===== src/rtl/fma16_pkg.sv =====
// Shared fp16 constants and encodings for the fma16 datapath and its rounding stage.
package fma16_pkg;

    localparam int unsigned BIAS = 15;
    localparam logic [15:0] INF  = 16'h7C00;
    localparam logic [15:0] QNAN = 16'h7E00;
    localparam logic [15:0] MAXF = 16'h7BFF;

    typedef enum logic [1:0] {
        RZ  = 2'b00,
        RNE = 2'b01,
        RP  = 2'b10,
        RN  = 2'b11
    } roundmode_t;

    typedef enum logic [1:0] {
        SP_NORMAL = 2'b00,
        SP_INF    = 2'b01,
        SP_NAN    = 2'b10,
        SP_RSVD   = 2'b11
    } special_t;

endpackage


===== src/rtl/fma16_round_lzc22.sv =====
// Combinational 22-bit leading-zero counter; an all-zero input yields 22.
module lzc22 (
    input  logic [21:0] a,
    output logic [4:0]  count
);

    always_comb begin
        count = 5'd22;
        // Ascending scan: the highest set bit is the last to write.
        for (int unsigned i = 0; i < 22; i++) begin
            if (a[i]) count = 5'(21 - i);
        end
    end

endmodule


===== src/rtl/fma16_round.sv =====
// Two-stage fp16 normalize/round/pack stage for the fma16 datapath.
// Define FMA16_ROUND_FLAGS_EN to build the {overflow, underflow, inexact} flag registers.
module fma16_round
    import fma16_pkg::*;
(
    input  logic        clk,
    input  logic        reset,
    input  logic        in_valid,
    output logic        in_ready,
    input  logic        in_sign,
    input  logic [6:0]  in_exp,
    input  logic [21:0] in_man,
    input  logic [1:0]  in_special,
    input  logic [1:0]  roundmode,
    output logic        out_valid,
    input  logic        out_ready,
    output logic [15:0] result,
    output logic [2:0]  flags
);

    localparam logic signed [8:0] EMAX = 9'(2 * BIAS + 1);

    logic v1, v2, en1, en2;

    assign en2       = !v2 || out_ready;
    assign en1       = !v1 || en2;
    assign in_ready  = en1;
    assign out_valid = v2;

    // S1: leading-one detect, normalize, exponent adjust
    logic [4:0]         lzc;
    logic [21:0]        norm;
    logic signed [8:0]  exp0;

    lzc22 u_lzc (
        .a     (in_man),
        .count (lzc)
    );

    // Shifting left by lzc puts the leading one at bit 21; e = in_exp + p - 20 with p = 21 - lzc.
    assign norm = in_man << lzc;
    assign exp0 = $signed({{2{in_exp[6]}}, in_exp}) + 9'sd1 - $signed({4'b0, lzc});

    logic              s1_sign, s1_guard, s1_sticky, s1_zero;
    logic signed [8:0] s1_exp;
    logic [10:0]       s1_sig;
    special_t          s1_special;
    roundmode_t        s1_rm;

    always_ff @(posedge clk or posedge reset) begin
        if (reset) begin
            v1 <= 1'b0;
            v2 <= 1'b0;
        end else begin
            if (en1) v1 <= in_valid;
            if (en2) v2 <= v1;
        end
    end

    always_ff @(posedge clk) begin
        if (en1 && in_valid) begin
            s1_sign    <= in_sign;
            s1_exp     <= exp0;
            s1_sig     <= norm[21:11];
            s1_guard   <= norm[10];
            s1_sticky  <= |norm[9:0];
            s1_zero    <= (in_man == '0);
            s1_special <= special_t'(in_special);
            s1_rm      <= roundmode_t'(roundmode);
        end
    end

    // S2: round, overflow/underflow, pack
    logic              inc, is_special, is_ovf, is_unf;
    logic [11:0]       sum;
    logic signed [8:0] exp_rnd;
    logic [9:0]        frac;
    logic [15:0]       res_next;

    always_comb begin
        inc = 1'b0;
        unique case (s1_rm)
            RZ:  inc = 1'b0;
            RNE: inc = s1_guard & (s1_sticky | s1_sig[0]);
            RP:  inc = !s1_sign & (s1_guard | s1_sticky);
            RN:  inc = s1_sign & (s1_guard | s1_sticky);
            default: inc = 1'b0;
        endcase
        sum     = {1'b0, s1_sig} + {11'b0, inc};
        exp_rnd = sum[11] ? s1_exp + 9'sd1 : s1_exp;
        frac    = sum[11] ? '0 : sum[9:0];

        is_special = (s1_special != SP_NORMAL);
        is_ovf     = !is_special && !s1_zero && (exp_rnd >= EMAX);
        is_unf     = !is_special && !s1_zero && (exp_rnd <= 9'sd0);

        res_next = {s1_sign, exp_rnd[4:0], frac};
        if (s1_special == SP_INF) begin
            res_next = {s1_sign, INF[14:0]};
        end else if (is_special) begin
            res_next = QNAN;
        end else if (s1_zero || is_unf) begin
            res_next = {s1_sign, 15'b0};
        end else if (is_ovf) begin
            unique case (s1_rm)
                RZ:  res_next = {s1_sign, MAXF[14:0]};
                RNE: res_next = {s1_sign, INF[14:0]};
                RP:  res_next = s1_sign ? {1'b1, MAXF[14:0]} : INF;
                RN:  res_next = s1_sign ? {1'b1, INF[14:0]} : MAXF;
                default: res_next = {s1_sign, INF[14:0]};
            endcase
        end
    end

    always_ff @(posedge clk or posedge reset) begin
        if (reset) begin
            result <= '0;
        end else if (en2 && v1) begin
            result <= res_next;
        end
    end

`ifdef FMA16_ROUND_FLAGS_EN
    logic [2:0] flags_next;

    always_comb begin
        flags_next = {is_ovf, is_unf,
                      is_ovf | is_unf | ((s1_guard | s1_sticky) & !is_special & !s1_zero)};
    end

    always_ff @(posedge clk or posedge reset) begin
        if (reset) begin
            flags <= '0;
        end else if (en2 && v1) begin
            flags <= flags_next;
        end
    end
`else
    assign flags = '0;
`endif

endmodule


===== config.mk =====
export PLATFORM = sky130hd
export DESIGN_NAME = fma16_round
export DESIGN_NICKNAME = d
export VERILOG_FILES = /design/src/rtl/fma16_pkg.sv /design/src/rtl/fma16_round_lzc22.sv /design/src/rtl/fma16_round.sv
export SDC_FILE = /design/constraint.sdc
export NUM_CORES = 1
export LEC_CHECK = 0
export ABC_AREA = 1
export BUFFER_PORTS_ARGS = -buffer_cell sky130_fd_sc_hd__buf_2
export CAP_MARGIN = 20
export CORE_MARGIN = 2
export CORE_UTILIZATION = 60
export CTS_CLUSTER_DIAMETER = 40
export DETAILED_ROUTE_END_ITERATION = 6
export PLACE_DENSITY = 0.94
export SLEW_MARGIN = 20
export SYNTH_ARGS = -nofsm -noshare
export SYNTH_HDL_FRONTEND = slang
export SYNTH_SLANG_ARGS = --single-unit

===== constraint.sdc =====
create_clock -name clk -period 8.34 [get_ports clk]
set_clock_uncertainty 0.1 [all_clocks]
set_input_delay 1.668 -clock clk [delete_from_list [all_inputs] [get_ports clk]]
set_output_delay 1.668 -clock clk [all_outputs]
set_load 0.01 [all_outputs]

==> flow_summary.yaml <==
global_routing:
  grt_overflow_total: 0
  largest_net_degree_at_the_start_of_global_routing: 31
  number_of_global_route_vias_before_repair: 3149
  grt_first_pass_wirelength_um: 13260
  grt_antenna_before_repair: 0
  grtUsageTotal_pct: 25.29
routing:
  drt_iter0_markers: 127
  vias: 3490
  wire_per_inst_um: 12.83
  drt_wl_total_um: 8171
  vias_per_cell: 5.479
  route.detailed.drc: 0
  antenna_violating_nets_post_route: 0
  drt_pre_antenna_iters: 5
layout:
  antenna_cells: 0
  area_taken_by_multi_input_logic_gates_um2: 2007
  post_route_cells_drive_above_1_share_pct: 15.66
  final_util_pct: 68.37
  post_layout_nonfiller_instances: 637
  stdcell_area_um2: 4024
  layout-area-overhead-vs-synth_pct: 10.78
  sequential_cell_area_um2: 1291
  nFillCells: 499
  layout.nets: 614
flow_run:
  drv.max_cap_violation_count: 0
power_and_ir_drop:
  leakagePower_nw: 1.917
  switching_share_pct: 33.86
  total_power_mw: 0.6016
  p_clk_share_pct: 21.6
  pwr-share-comb_pct: 30.0
  cellInternalPower_mw: 0.3979
  power_density_nw_per_um2: 149.5
  p_switching_mw: 0.2037
  worst_ir_drop_vdd_uv: 118.8
  seq_power_share_pct: 48.5
clock_network:
  clk_transition_reported_paths_ps: 80
  worstSkewPairLatency_ps: 300
  cts_hold_repair.buffers: 0
  cts_root_buf: "clkbuf_8"
  post_cts_resized: 0
  ctsLongestPathBuffers: 2
  cts_tree: "done"
  cts.sinks: 46
  cts_buf_count: 5
  ctsHtreeMaxLevel: 2
  postCtsSetupBuffers: 0
timing:
  finalHoldViolCount: 0
  timing_worst_slew_pin_value_ps: 863.7
  rsz0062_at_grt: "false"
  final.setup.tns_ps: 0
  maxSlewHeadroom_pct: 42.28
  max_freq_mhz: 196.1
  fin_crit_sh_pct: 61.15
  finalSetupViolCount: 0
  slew_violations: 0
  period_needed_ps: 5100
setup_path:
  max_stage_delay_ps: 580
  r2r_cells: 18
  crit_required_ps: 8310
  crit_path_max_fanout: 30
  cpMostUsedCell: "nand2_1"
  critical-path-slowest-cell: "nand2_1"
  timing.setup.critical_path_class: "in -> reg"
  worst_r2r_startpoint: "s1_rm[0]$_DFFE_PP_"
  setup.worst_path.end_class: "flop"
  r2r_slack_ps: 4410
  rr_endpoint: "result[7]$_DFFE_PP0P_"
  cp_data_arrival_time_ps: 5070
  timing.critical_path.to: "s1_exp[7]$_DFFE_PP_"
  critical_path.startpoint: "in_man[0]"
  setup.worst_path.start_class: "input pin"
die:
  rows: 28
  io_pins: 59
  dieHeight_um: 81.81
  start_util_pct: 61.71
  design.die.area_um2: 6692
  die_width_um: 81.81
  fp.coreArea_um2: 5886
yosys:
  synth.cells.most_frequent: "nand2_1, inv_1, nand3_1"
  synth_seq_area_share_pct: 35.55
  post-synth-top-area-fraction_pct: 23.15
  synth-main-ff-cell: "edfxtp_1"
  syn_avg_cell_area_um2: 7.067
  ys.warnings.count: 0
  synth_async_sr_flop_share_pct: 39.13
  syn-instance-count: 514
  synth.top_cells.by_area: "edfxtp_1, nand2_1, dfrtp_1"
  synthDominantAreaCellType: "edfxtp_1"
  library_cell_with_the_highest_instance_count_after_synthesis: "nand2_1"
  syn_area_um2: 3632
  synth-edff-count: 28
  synth_seq_cells: 46
  netlist-cell-type-count: 44
placed_design:
  gp_routability_congestion: 0.9058
  placement.io_buffers: 55
  dp.cells: 628
  dpl_cell_area_um2: 3924
  place_hpwl_um: 6545
worst_hold_path:
  min_path_type: "reg -> reg"
outcome:
  outcome: "finished clean"
[sequential cells by signal (all words and copies together) (netlist names), 2 cells and up]
signal and count:
result 16, s1_exp 9, s1_rm 2, s1_sig 11, s1_special 2
[power groups by stage]
stage / Combinational, mW / Sequential, mW / Clock, mW
2_1_floorplan: 0.122 / 0.298 / 0
3_3_place_gp: 0.169 / 0.294 / 0
3_5_place_dp: 0.176 / 0.297 / 0
4_1_cts: 0.178 / 0.292 / 0.131
5_1_grt: 0.204 / 0.294 / 0.140
6_report: 0.180 / 0.292 / 0.130
[kinds of logic after synthesis]
logic type	synth area share [%]
xor+xnor	3.376
buf+inv	9.404
other cells	0.1032
fa+ha+maj	5.374
flops	35.55
compound gates	14.30
simple gates	31.62
mux	0.2756
[critical path, delay by kind of cell]
family | cells | cell delay [ps]
AND/OR/NAND/NOR | 20 | 1710
adder cells (fa/ha/maj) | 3 | 730
buffers and inverters | 3 | 390
AO/OA/AOI/OAI | 3 | 550
[metrics by stage]
stage | hold slack (ps) | setup WS (ps)
finish | 389.5 | 3240
global route | 410.6 | 2847
CTS | 393.1 | 3250
detailed placement | 374.6 | 2935
global placement | 364.4 | 2987
floorplan | 418.7 | 3896
[layout make-up]
class / instances / share of cell area [%]
timing repair buffer: 58 / 7.587
sequential: 46 / 32.09
clock buffer: 5 / 1.710
tap: 75 / 2.332
clock inverter: 3 / 0.4042
inverter: 64 / 6.001
multi-input combinational: 386 / 49.88
[routing by layer]
layer / up-vias / track usage, % / wire length (um)
li1: 1799 / - / -
met1: 1540 / 27.34 / 3280
met2: 130 / 48.78 / 4278
met3: 21 / 3.187 / 410
met4: 0 / 10.83 / 202
met5: - / 0 / 0
[worst min path at each step]
stage	start	depth (start not counted)	slack, ps	to
floorplan	result[15]$_DFFE_PP0P_	2	420	result[15]$_DFFE_PP0P_
global placement	result[15]$_DFFE_PP0P_	2	360	result[15]$_DFFE_PP0P_
detailed placement	result[1]$_DFFE_PP0P_	2	370	result[1]$_DFFE_PP0P_
CTS	result[4]$_DFFE_PP0P_	2	390	result[4]$_DFFE_PP0P_
global route	result[1]$_DFFE_PP0P_	2	410	result[1]$_DFFE_PP0P_
finish	result[4]$_DFFE_PP0P_	2	390	result[4]$_DFFE_PP0P_
[cell usage in the layout (no fill, tap or decap), drive strengths merged, types with 4 or more instances in the layout]
master and n:
xnor2 4, or2 4, dfrtp 18, edfxtp 28, o21ai 47, buf 58
nor3 4, nand2 144, nand3 57, ha 14, inv 62, a21oi 27
nor2 42, o211ai 5, nand4 7, clkinv 5, a31oi 4, xor2 10
clkbuf 5
Note: power is estimated with default switching activity, not from simulation.
